## config.mk

```make
export PLATFORM = sky130hd
export DESIGN_NAME = multi_channel_latency_meter
export DESIGN_NICKNAME = d
export VERILOG_FILES = /design/src/rtl/multi_channel_latency_meter.sv
export SDC_FILE = /design/constraint.sdc
export NUM_CORES = 1
export LEC_CHECK = 0
export CORE_MARGIN = 2
export CORE_UTILIZATION = 61
export CTS_CLUSTER_SIZE = 25
export DETAILED_ROUTE_END_ITERATION = 8
export GPL_ROUTABILITY_DRIVEN = 0
export PLACE_DENSITY = 0.82
export SLEW_MARGIN = 20
export SYNTH_ARGS = -nofsm -noshare
export SYNTH_HDL_FRONTEND = slang
export SYNTH_SLANG_ARGS = --single-unit
```

## constraint.sdc

```tcl
create_clock -name sysClk -period 4.2 [get_ports sysClk]
set_input_delay 0.42 -clock sysClk [delete_from_list [all_inputs] [get_ports sysClk]]
set_output_delay 0.42 -clock sysClk [all_outputs]
set_load 0.1 [all_outputs]
```

## src/rtl/multi_channel_latency_meter.sv

```systemverilog
// multi_channel_latency_meter: ping->echo round-trip timer on NCHAN links.
// Per channel: latest, IIR average, good/timeout/abort counts, optional min/max.
// Optional feature macro: LATENCY_METER_MINMAX_EN (per-channel min/max).
// Ports:
//   sysClk, sysReset_n    clock, async active-low reset
//   rxValid, ping, echo   per-channel link valid and toggle inputs
//   clearStats            pulse: clear statistics of all channels
//   chanSel               readout channel select
//   newValue              per-channel completion strobe
//   csrLatency            {average, latest}
//   csrMinMax             {max, min}  (0 without the macro)
//   csrCounts             {good[15:0], timeout[7:0], abort[7:0]}
module multi_channel_latency_meter #(
  parameter int NCHAN        = 4,
  parameter int TICK_LIMIT   = 1000,
  parameter int FILTER_SHIFT = 3,
  localparam int LATENCY_WIDTH = $clog2(TICK_LIMIT + 1),
  localparam int SEL_WIDTH     = (NCHAN > 1) ? $clog2(NCHAN) : 1
) (
  input  logic                 sysClk,
  input  logic                 sysReset_n,
  input  logic [NCHAN-1:0]     rxValid,
  input  logic [NCHAN-1:0]     ping,
  input  logic [NCHAN-1:0]     echo,
  input  logic                 clearStats,
  input  logic [SEL_WIDTH-1:0] chanSel,
  output logic [NCHAN-1:0]     newValue,
  output logic [31:0]          csrLatency,
  output logic [31:0]          csrMinMax,
  output logic [31:0]          csrCounts
);

  localparam int LW = LATENCY_WIDTH;
  localparam int FW = LATENCY_WIDTH + FILTER_SHIFT;

  typedef enum logic {
    IDLE,
    MEASURE
  } state_t;

  logic [NCHAN-1:0] pingPrev;
  logic [NCHAN-1:0] echoPrev;
  logic [NCHAN-1:0] pingEvt;
  logic [NCHAN-1:0] echoEvt;
  logic [NCHAN-1:0] doneVec;

  logic [LW-1:0] latestArr [NCHAN];
  logic [LW-1:0] avgArr    [NCHAN];
  logic [15:0]   goodArr   [NCHAN];
  logic [7:0]    toArr     [NCHAN];
  logic [7:0]    abArr     [NCHAN];
`ifdef LATENCY_METER_MINMAX_EN
  logic [LW-1:0] minArr    [NCHAN];
  logic [LW-1:0] maxArr    [NCHAN];
`endif

  always_ff @(posedge sysClk or negedge sysReset_n) begin
    if (!sysReset_n) begin
      pingPrev <= '0;
      echoPrev <= '0;
    end else begin
      pingPrev <= ping;
      echoPrev <= echo;
    end
  end

  assign pingEvt = ping ^ pingPrev;
  assign echoEvt = echo ^ echoPrev;

  for (genvar g = 0; g < NCHAN; g++) begin : gChan
    state_t        stateQ;
    state_t        stateD;
    logic [LW-1:0] cntQ;
    logic [LW-1:0] cntD;
    logic          done;
    logic          abortInc;
    logic          toInc;

    logic [LW-1:0] latestQ;
    logic [FW-1:0] filtQ;
    logic [FW-1:0] filtD;
    logic [FW-1:0] sampleExt;
    logic          firstQ;
    logic [15:0]   goodQ;
    logic [7:0]    toQ;
    logic [7:0]    abQ;

    always_ff @(posedge sysClk or negedge sysReset_n) begin
      if (!sysReset_n) begin
        stateQ <= IDLE;
        cntQ   <= '0;
      end else begin
        stateQ <= stateD;
        cntQ   <= cntD;
      end
    end

    always_comb begin
      stateD   = stateQ;
      cntD     = cntQ;
      done     = 1'b0;
      abortInc = 1'b0;
      toInc    = 1'b0;
      unique case (stateQ)
        IDLE: begin
          if (pingEvt[g] && rxValid[g]) begin
            stateD = MEASURE;
            cntD   = LW'(1);
          end
        end
        MEASURE: begin
          cntD = cntQ + 1'b1;
          if (!rxValid[g]) begin
            stateD   = IDLE;
            abortInc = 1'b1;
          end else if (echoEvt[g]) begin
            done = 1'b1;
            if (pingEvt[g]) begin
              cntD = LW'(1);
            end else begin
              stateD = IDLE;
            end
          end else if (pingEvt[g]) begin
            cntD     = LW'(1);
            abortInc = 1'b1;
          end else if (cntQ == LW'(TICK_LIMIT)) begin
            stateD = IDLE;
            toInc  = 1'b1;
          end
        end
        default: stateD = IDLE;
      endcase
    end

    assign sampleExt = FW'(cntQ);
    assign filtD = filtQ - (filtQ >> FILTER_SHIFT) + sampleExt;

    // A clear in the completion cycle takes effect first, so the
    // sample becomes the first post-clear sample.
    always_ff @(posedge sysClk or negedge sysReset_n) begin
      if (!sysReset_n) begin
        latestQ <= '0;
        filtQ   <= '0;
        firstQ  <= 1'b1;
        goodQ   <= '0;
        toQ     <= '0;
        abQ     <= '0;
      end else begin
        if (done) begin
          latestQ <= cntQ;
          firstQ  <= 1'b0;
          if (clearStats || firstQ) begin
            filtQ <= sampleExt << FILTER_SHIFT;
          end else begin
            filtQ <= filtD;
          end
        end else if (clearStats) begin
          firstQ <= 1'b1;
        end
        if (clearStats) begin
          goodQ <= {15'd0, done};
          toQ   <= {7'd0, toInc};
          abQ   <= {7'd0, abortInc};
        end else begin
          if (done && goodQ != 16'hFFFF) goodQ <= goodQ + 1'b1;
          if (toInc && toQ != 8'hFF) toQ <= toQ + 1'b1;
          if (abortInc && abQ != 8'hFF) abQ <= abQ + 1'b1;
        end
      end
    end

`ifdef LATENCY_METER_MINMAX_EN
    logic [LW-1:0] minQ;
    logic [LW-1:0] maxQ;

    always_ff @(posedge sysClk or negedge sysReset_n) begin
      if (!sysReset_n) begin
        minQ <= '1;
        maxQ <= '0;
      end else if (done) begin
        if (clearStats || cntQ < minQ) minQ <= cntQ;
        if (clearStats || cntQ > maxQ) maxQ <= cntQ;
      end else if (clearStats) begin
        minQ <= '1;
        maxQ <= '0;
      end
    end

    assign minArr[g] = minQ;
    assign maxArr[g] = maxQ;
`endif

    assign doneVec[g]   = done;
    assign latestArr[g] = latestQ;
    assign avgArr[g]    = LW'(filtQ >> FILTER_SHIFT);
    assign goodArr[g]   = goodQ;
    assign toArr[g]     = toQ;
    assign abArr[g]     = abQ;
  end

  logic [31:0] rdLat;
  logic [31:0] rdCnt;
  logic [31:0] rdMm;

  // Unmatched selects (chanSel >= NCHAN) fall through to zero.
  always_comb begin
    rdLat = '0;
    rdCnt = '0;
    rdMm  = '0;
    for (int i = 0; i < NCHAN; i++) begin
      if (chanSel == SEL_WIDTH'(i)) begin
        rdLat = {16'(avgArr[i]), 16'(latestArr[i])};
        rdCnt = {goodArr[i], toArr[i], abArr[i]};
`ifdef LATENCY_METER_MINMAX_EN
        rdMm[31:16] = 16'(maxArr[i]);
        rdMm[15:0]  = (goodArr[i] == 16'd0) ? 16'd0
                                            : 16'(minArr[i]);
`endif
      end
    end
  end

  always_ff @(posedge sysClk or negedge sysReset_n) begin
    if (!sysReset_n) begin
      newValue   <= '0;
      csrLatency <= '0;
      csrCounts  <= '0;
    end else begin
      newValue   <= doneVec;
      csrLatency <= rdLat;
      csrCounts  <= rdCnt;
    end
  end

`ifdef LATENCY_METER_MINMAX_EN
  always_ff @(posedge sysClk or negedge sysReset_n) begin
    if (!sysReset_n) begin
      csrMinMax <= '0;
    end else begin
      csrMinMax <= rdMm;
    end
  end
`else
  logic unusedMm;
  assign unusedMm  = ^rdMm;
  assign csrMinMax = '0;
`endif

endmodule

```

### Yosys cells after proc, flatten, opt, wreduce, memory -nomap -nowiden

Cells that the tools add are included.

| word-level totals | value |
|---|---|
| bits of input ports | 17 |
| logic and storage cells | 256 |
| output and inout bits | 100 |
| register bits | 344 |

| cells by class | value |
|---|---|
| mux-type cells | 129 |
| reductions and logical operators | 37 |
| $add $sub $neg | 24 |
| bitwise logic cells | 6 |
| equal/unequal tests | 23 |

Operators by type and width:

| cell | number |
|---|---|
| 16-bit two-way mux | 8 |
| 32-bit two-way mux | 4 |
| 8-bit two-way mux | 16 |
| 10-bit two-way mux | 12 |
| 26-bit two-way mux | 4 |
| 10-bit one-hot mux with 2 select lines | 4 |
| 1-bit two-way mux | 73 |
| 16-bit by 1-bit adder with 16-bit output (second input constant) | 4 |
| 8-bit by 1-bit adder with 8-bit output (second input constant) | 8 |
| 16-bit inequality test (second input constant) | 4 |
| 8-bit inequality test (second input constant) | 8 |
| 13-bit by 10-bit adder with 13-bit output | 4 |
| 13-bit two-way mux | 4 |
| 13-bit by 10-bit subtractor with 13-bit output | 4 |
| 10-bit by 1-bit adder with 10-bit output (second input constant) | 4 |
| 10-bit equality test (second input constant) | 4 |
| 2-bit nonzero test | 16 |
| 1-bit logical AND | 16 |
| 2-bit inequality test (second input constant) | 4 |
| 1-bit one-hot mux with 2 select lines | 4 |
| 4-bit bitwise XOR | 2 |
| 2-bit equality test (second input constant) | 2 |
| 1-bit logical OR | 4 |
| 1-bit NOT | 4 |
| 2 further kinds | 2 |

### Depth between registers and ports, before layout

Gate-level depths: netlist of run 1.

| depth | value |
|---|---|
| depth after elaboration | 9 |
| mapped depth | 12 |
| depth with buffers taken out | 12 |

### Worst setup path before layout of run 1

OpenSTA, ideal clock, no wires.

| timing | value |
|---|---|
| kind | reg2reg |
| from | reg gChan[2].cntQ[7] |
| to | reg gChan[2].filtQ[12] |
| data required time | 4054 ps |
| path slack | 1249 ps |
| period minus slack after synthesis | 2951 ps |
| path buffers | 0 |
| data arrival time | 2804 ps |
| stages on the path, launching flop included | 10 |
| setup time | 146 ps |
| path through | dfrtp_1 -> inv_1 -> fa_1 -> inv_1 -> ha_1 -> a21o_1 -> or3_1 -> o2111ai_1 -> a22oi_1 -> or4b_2 |

| on the way | value |
|---|---|
| word-level cells in the longest chain between the ends | 2 |

RTL lines:

| what | RTL line | RTL |
|---|---|---|
| from (decl) | 73 | `logic [LW-1:0] cntQ;` |
| from (signal assigned) | 94 | `cntQ <= cntD;` |
| 13-bit by 10-bit adder with 13-bit output | 136 | `assign filtD = filtQ - (filtQ >> FILTER_SHIFT) + sampleExt;` |
| 13-bit two-way mux | 152 | `if (clearStats \|\| firstQ) begin` |
| to (signal assigned) | 153 | `filtQ <= sampleExt << FILTER_SHIFT;` |
| to (signal assigned) | 155 | `filtQ <= filtD;` |
| to (decl) | 80 | `logic [FW-1:0] filtQ;` |

No other way between the ends.
A chain may end at the register's enable or synchronous reset.

### Final worst setup path of run 1

Same ends and word-level chain as after synthesis.

==> flow_metrics.py, run 1 <==
metrics = {
    "grt": {
        "groute.usage.overall_pct": 29.04,
        "grt_pass1_vias": 14830,
        "grt_pass1_wl_mm": 76.53,
        "grt_max_degree": 111,
        "grt_overflow_total": 0,
        "antenna_found_initial": 2,
    },
    "clocking": {
        "cts_tree": "built",
        "clockBufferDepth": 3,
        "cts_setup_buffers": 0,
        "clk_latency_ps": 530,
        "cts_buffers": 37,
        "cts_sinks": 332,
        "cts_max_level": 2,
        "path_clk_slew_ps": 60,
        "holdBufCountCts": 0,
        "root_buffer": "clkbuf_16",
        "cts_resized": 0,
    },
    "timing": {
        "drv_slew": 0,
        "rsz0062_at_grt": "no",
        "setup_viol": 0,
        "whs_ps": -56.68,
        "slew_headroom_pct": 24.94,
        "clock.fmax_mhz": 308.4,
        "tightest_slew_ps": 1122,
        "fin_worst_skew_ps": 25.23,
        "fin_setup_tns_ps": 0,
        "finalHoldViolations": 17,
        "post-route-min-period_ps": 3242,
        "period_share_pct": 77.19,
    },
    "layout": {
        "fin_nets": 2155,
        "area_delta_synth_final_pct": 11.20,
        "final_core_util_pct": 69.27,
        "layout-drive-gt1-share_pct": 7.505,
    },
    "floorplan": {
        "rows": 64,
        "die_h_microns": 181.4,
        "die_w_microns": 181.4,
        "io_pins": 117,
        "fp.dieArea_sq_mm": 0.03292,
        "start_util_pct": 62.29,
        "coreArea_sq_mm": 0.03083,
    },
    "flow_run": {
        "drv_cap": 0,
    },
    "power": {
        "vdd_ir_drop_max_mv": 0.4220,
        "powerDensity_mw_per_mm2": 609.4,
        "leakage_nw": 9.469,
        "total_power_w": 0.01301,
    },
    "synthesis": {
        "synth-simple-area-share_pct": 16.22,
        "synth-seq-cells": 332,
        "yosys.area.top_type_share_pct": 42.74,
        "synth_common_cells": "dfrtp_1 (328), inv_1 (203), nor2_1 (168), nand2_1 (154), o21ai_0 (143)",
        "async_reset_ff_share_pct": 100.0,
        "synth_ff_type": "dfrtp_1",
        "synth.most_common_cell": "dfrtp_1",
        "netlist_area_sq_mm": 0.01920,
        "synth.area.top_cells": "dfrtp_1 (43%), mux4_2 (6.1%), ha_1 (4.7%), fa_1 (4.2%), xnor2_1 (4.2%)",
        "synthXorXnorAreaFrac_pct": 6.157,
        "ys_warn_count": 0,
        "avgSynthCellArea_sq_um": 9.749,
        "synth_compound_area_share_pct": 11.35,
        "syn_inst": 1970,
        "seq_area_frac_synth_pct": 43.29,
        "synth_top_area_cell": "dfrtp_1",
        "synth_fa_ha_area_share_pct": 8.861,
        "synthMuxAreaShare_pct": 7.043,
        "synth_cell_types": 65,
        "synth-edff-count": 0,
        "synth_top_family_by_area": "simple AND/OR/NAND/NOR gates",
    },
    "route": {
        "dr.pass1.iters": 6,
        "first_iter_violations": 1667,
        "drc_errors": 0,
        "vias": 15030,
        "wl_mm": 46.80,
        "ant_nets": 0,
        "wl_per_cell_microns": 19.10,
        "vias_per_cell": 6.135,
    },
    "worst_setup_path": {
        "worst_ep_required_time_ps": 4590,
        "critical-path-max-stage-delay_ps": 670,
        "end_kind": "flip-flop",
        "cp_slowest_cell": "or4b_2",
        "crit_top_cell": "inv_1",
        "arrival_ps": 3630,
        "worstPathMaxFanout": 5,
        "crit_chain": "inv_1 -> fa_1 -> inv_1 -> ha_1 -> a21o_1 -> or3_1 -> o2111ai_1 -> a22oi_1 -> or4b_2",
        "crit_type": "flip-flop to flip-flop",
        "crit_buf_inv": 2,
        "worstSetupStartpointType": "flip-flop",
        "cp_top_family": "simple AND/OR/NAND/NOR gates",
    },
    "run_status": {
        "violations": "hold timing",
        "status": "complete, but fails checks",
    },
    "hold_path": {
        "hold_path_class": "primary input to asynchronous set/reset pin",
    },
    "placed_design": {
        "dp_hpwl_mm": 33.53,
        "numPortBuffers": 72,
    },
}
-- cell type report --
cell class	count	area, sq um
inverter	203	762.0
fill	2226	9474
clock buffer	54	1112
timing repair buffer	86	849.6
tap	396	495.5
clock inverter	11	115.1
multi-input combinational	1366	9703
antenna	2	5.005
sequential	332	8313
-- per-stage QoR --
| step | std cells | cell area [sq um] | hold WS [ps] | setup slack [ps] |
|---|---|---|---|---|
| finish | 2450 | 21360 | -56.68 | 957.9 |
| global placement | 2383 | 20110 | 458.8 | 1105 |
| CTS | 2448 | 21340 | 11.94 | 987.1 |
| global route | 2448 | 21350 | 22.14 | 804.8 |
| detailed placement | 2383 | 20110 | 471.3 | 991.0 |
| floorplan | 2013 | 19370 | 124.4 | 1249 |
-- cell families (layout without fill, tap and decap cells) --
group                    after synthesis  after routing
AND/OR/NAND/NOR                      639            639
other                                  1             46
XOR/XNOR                             135            135
AO/OA/AOI/OAI                        366            366
buffers and inverters                315            354
adder cells (fa/ha/maj)              112            112
multiplexers                          70             70
flip-flops                           332            332
-- power by group --
part | switching, W | internal, W | total (W) | leakage (nW)
Combinational | 0.00350 | 0.00217 | 0.00567 | 4.41
Sequential | 0.000488 | 0.00360 | 0.00409 | 4.46
Clock | 0.00130 | 0.00196 | 0.00326 | 0.607
-- path summary, 6_finish.rpt --
| kind | startpoint | end | slack (ps) | cells past startpoint |
|---|---|---|---|---|
| max in group asynchronous | sysReset_n | gChan[0].abQ[5] | 3160 | 2 |
| max | gChan[2].cntQ[7] | gChan[2].filtQ[12] | 960 | 9 |
| min in group sysClk | ping[1] | pingPrev[1] | 390 | 1 |
| min reg2reg | gChan[0].latestQ[2] | gChan[0].latestQ[2] | 480 | 2 |
| min | sysReset_n | gChan[2].filtQ[2] | -60 | 1 |
| max reg2reg | gChan[2].cntQ[7] | gChan[2].filtQ[12] | 960 | 9 |
-- placed cells by master, fill, tap and decap left out, drive strengths merged, types with 12 or more instances in the layout --
master	instances
dfrtp	328
inv	204
nor2	168
nand2	154
o21ai	143
a21oi	96
xnor2	91
nand3	73
ha	72
clkdlybuf4s50	68
nor3	57
clkbuf	54
mux4	52
or3	48
xor2	44
conb	44
fa	40
nand4	39
and3	22
a211oi	21
buf	18
mux2i	17
o21a	15
a21o	14
o211ai	13
nand3b	12
and2	12
-- state kept, by name, summed over array words and instances, names as in the netlist --
name,flops
gChan.cntQ,40
gChan.abQ,32
pingPrev,4
gChan.goodQ,64
gChan.firstQ,4
gChan.toQ,32
csrCounts,32
newValue,4
csrLatency,20
gChan.stateQ,4
gChan.latestQ,40
echoPrev,4
gChan.filtQ,52
-- routing by layer --
metal,track usage (%),share of wire [%],up-vias
li1,-,-,6822
met2,47.42,48,678
met1,40.47,41,7432
met3,4.834,8.1,99
met5,0,0,-
met4,8.618,2.5,0
(Power assumes the default switching activity.)
==> run 2, diff against run 1 <==
Clock period 4.2 ns to 3.35 ns, I/O delays scaled along.
==> flow_metrics.py, run 2 (same netlist as run 1, synthesis figures left out) <==
metrics = {
    "worst_setup_path": {
        "crit_type": "flip-flop to flip-flop",
        "worstPathMaxFanout": 5,
        "rr_endpoint": "gChan[2].filtQ[12]",
        "cp_slowest_cell": "or4b_2",
        "reg2regPathDepth": 9,
        "end_kind": "flip-flop",
        "arrival_ps": 3580,
        "worstSetupStartpointType": "flip-flop",
        "critical_path.reg2reg.startpoint": "gChan[2].cntQ[7]",
        "crit_chain": "inv_1 -> fa_1 -> inv_1 -> ha_1 -> a21o_1 -> or3_1 -> o2111ai_1 -> a22oi_1 -> or4b_2",
        "worst_ep_required_time_ps": 3740,
        "critical-path-max-stage-delay_ps": 670,
        "crit_top_cell": "inv_1",
        "reg2reg_slack_ps": 160,
    },
    "clocking": {
        "path_clk_slew_ps": 60,
        "root_buffer": "clkbuf_16",
        "cts_resized": 0,
        "cts_buffers": 37,
        "cts_sinks": 332,
        "cts_tree": "built",
        "cts_max_level": 2,
        "clockBufferDepth": 3,
        "clk_latency_ps": 520,
    },
    "layout": {
        "top_regs": "gChan.goodQ: 64 flops, gChan.filtQ: 52 flops",
        "seq_area_sq_mm": 0.008313,
        "area_delta_synth_final_pct": 11.85,
        "layout-drive-gt1-share_pct": 7.808,
        "multi_input_area_sq_mm": 0.009703,
        "fin_area_sq_mm": 0.02148,
        "layout_commonest_cell": "dfrtp_1",
        "final_cell_mix": "dfrtp_1 (328), inv_1 (203), nor2_1 (168)",
        "n_fill_cell": 2213,
        "diodes": 0,
        "regMostFlops": "gChan.goodQ",
        "fin_nets": 2164,
        "largest_reg_flops": 64,
    },
    "timing": {
        "clock.fmax_mhz": 313.4,
        "tightest_slew_ps": 995.3,
        "setup_viol": 0,
        "rsz0062_at_grt": "no",
        "post-route-min-period_ps": 3190,
        "fin_setup_tns_ps": 0,
        "period_share_pct": 95.24,
        "drv_slew": 0,
        "fin_worst_skew_ps": 13.00,
        "finalHoldViolations": 0,
        "slew_headroom_pct": 33.40,
    },
    "power": {
        "seqPwrFrac_pct": 31.1,
        "netSwitchingFraction_pct": 40.38,
        "leakage_nw": 9.532,
        "combPwrFrac_pct": 43.6,
        "p_int_w": 0.009801,
        "powerDensity_mw_per_mm2": 765.3,
        "pwr-share-clk_pct": 25.4,
        "vdd_ir_drop_max_mv": 0.4344,
        "netSwitchingPower_w": 0.006638,
    },
    "placed_design": {
        "numPortBuffers": 72,
        "dp_hpwl_mm": 33.48,
        "placed_cell_area_sq_mm": 0.02021,
    },
    "floorplan": {
        "die_h_microns": 181.4,
        "io_pins": 117,
        "coreArea_sq_mm": 0.03083,
        "fp.dieArea_sq_mm": 0.03292,
        "rows": 64,
        "die_w_microns": 181.4,
        "start_util_pct": 62.29,
    },
    "run_status": {
        "status": "completed",
    },
    "grt": {
        "grt_max_degree": 84,
        "groute.usage.overall_pct": 29.22,
        "grt_overflow_total": 0,
        "grt_pass1_vias": 15030,
        "antenna_found_initial": 0,
        "grt_pass1_wl_mm": 76.95,
    },
    "route": {
        "wl_per_cell_microns": 19.12,
        "vias": 15040,
        "ant_nets": 0,
        "first_iter_violations": 1507,
        "wl_mm": 46.99,
        "vias_per_cell": 6.120,
        "dr.pass1.iters": 5,
        "drc_errors": 0,
    },
    "flow_run": {
        "drv_cap": 0,
    },
    "hold_path": {
        "holdPathEnd": "echoPrev[2]",
        "hold_path_class": "primary input to flip-flop",
        "min_from": "echo[2]",
        "hold_depth": 1,
    },
}
-- run 2: changes by cell type in the layout (fill, tap and decap cells not counted), sizes merged --
cell | previous run | this run
buf | 18 | 26
diode | 2 | 0
clkinvlp | 1 | 2
clkbuf | 54 | 56
bufinv | 2 | 3
dlygate4sd3 | 0 | 1
clkinv | 7 | 4
-- run 2: cell type report --
class	count	share of cell area (%)
clock inverter	10	0.6233
multi-input combinational	1366	45.17
timing repair buffer	95	4.438
clock buffer	56	5.213
sequential	332	38.70
tap	396	2.307
inverter	203	3.547
-- run 2: metal layers --
layer / track usage (%) / wire length (microns) / share of wire, % / vias to the layer above
met2: 47.75 / 22690 / 48 / 600
met3: 4.553 / 3421 / 7.3 / 99
met5: 0 / 0 / 0 / -
li1: - / - / - / 6846
met1: 40.51 / 19520 / 42 / 7499
met4: 9.528 / 1344 / 2.9 / 0
-- run 2: timing repair --
item / in CTS / in global routing
hold buffers: 1 / 0
setup endpoints to repair: 0 / 0
hold endpoints to repair: 76 / 0
buffers inserted: 0 / 0
-- run 2: per-stage QoR --
stage | hold WS, ps | utilization (%) | instances | total power, W | setup WS, ps
floorplan | 39.41 | - | 2013 | 0.01047 | 399.4
global placement | 369.6 | 65.55 | 2391 | 0.01175 | 254.4
detailed placement | 372.3 | 65.55 | 2391 | 0.01209 | 193.0
CTS | 309.9 | 69.65 | 2458 | 0.01635 | 176.9
global route | 315.7 | 69.68 | 2458 | 0.01744 | 34.97
finish | 311.4 | 69.68 | 2458 | 0.01644 | 159.5
-- run 2: how the worst max path moves through the flow --
stage,endpoint,start,cells after the start
after floorplan,gChan[2].filtQ[12],gChan[2].cntQ[7],9
after global placement,gChan[2].filtQ[12],gChan[2].cntQ[7],9
after detailed placement,gChan[2].filtQ[12],gChan[2].cntQ[7],9
after CTS,gChan[2].filtQ[12],gChan[2].cntQ[7],9
after global routing,gChan[3].filtQ[9],gChan[3].cntQ[1],10
final,gChan[2].filtQ[12],gChan[2].cntQ[7],9
-- run 2: power groups by stage --
stage                     Sequential, W  Combinational [W]  Clock, W
final                           0.00511            0.00716   0.00417
after global routing            0.00515            0.00789   0.00440
after CTS                       0.00508            0.00705   0.00422
after detailed placement        0.00514            0.00695         0
after global placement          0.00512            0.00663         0
after floorplan                 0.00551            0.00495         0
-- run 2: critical path: cells and delay by family (launching register included) --
family                   cells  cell delay [ps]
buffers and inverters        2              160
adder cells (fa/ha/maj)      2              910
AO/OA/AOI/OAI                3              630
flip-flops                   1              380
AND/OR/NAND/NOR              2              990
==> run 3, diff against run 2 <==
Settings changed: HOLD_SLACK_MARGIN from default to 0.08.
==> results of run 3 <==
Final layout, timing and power as in run 2 (identical DEF).
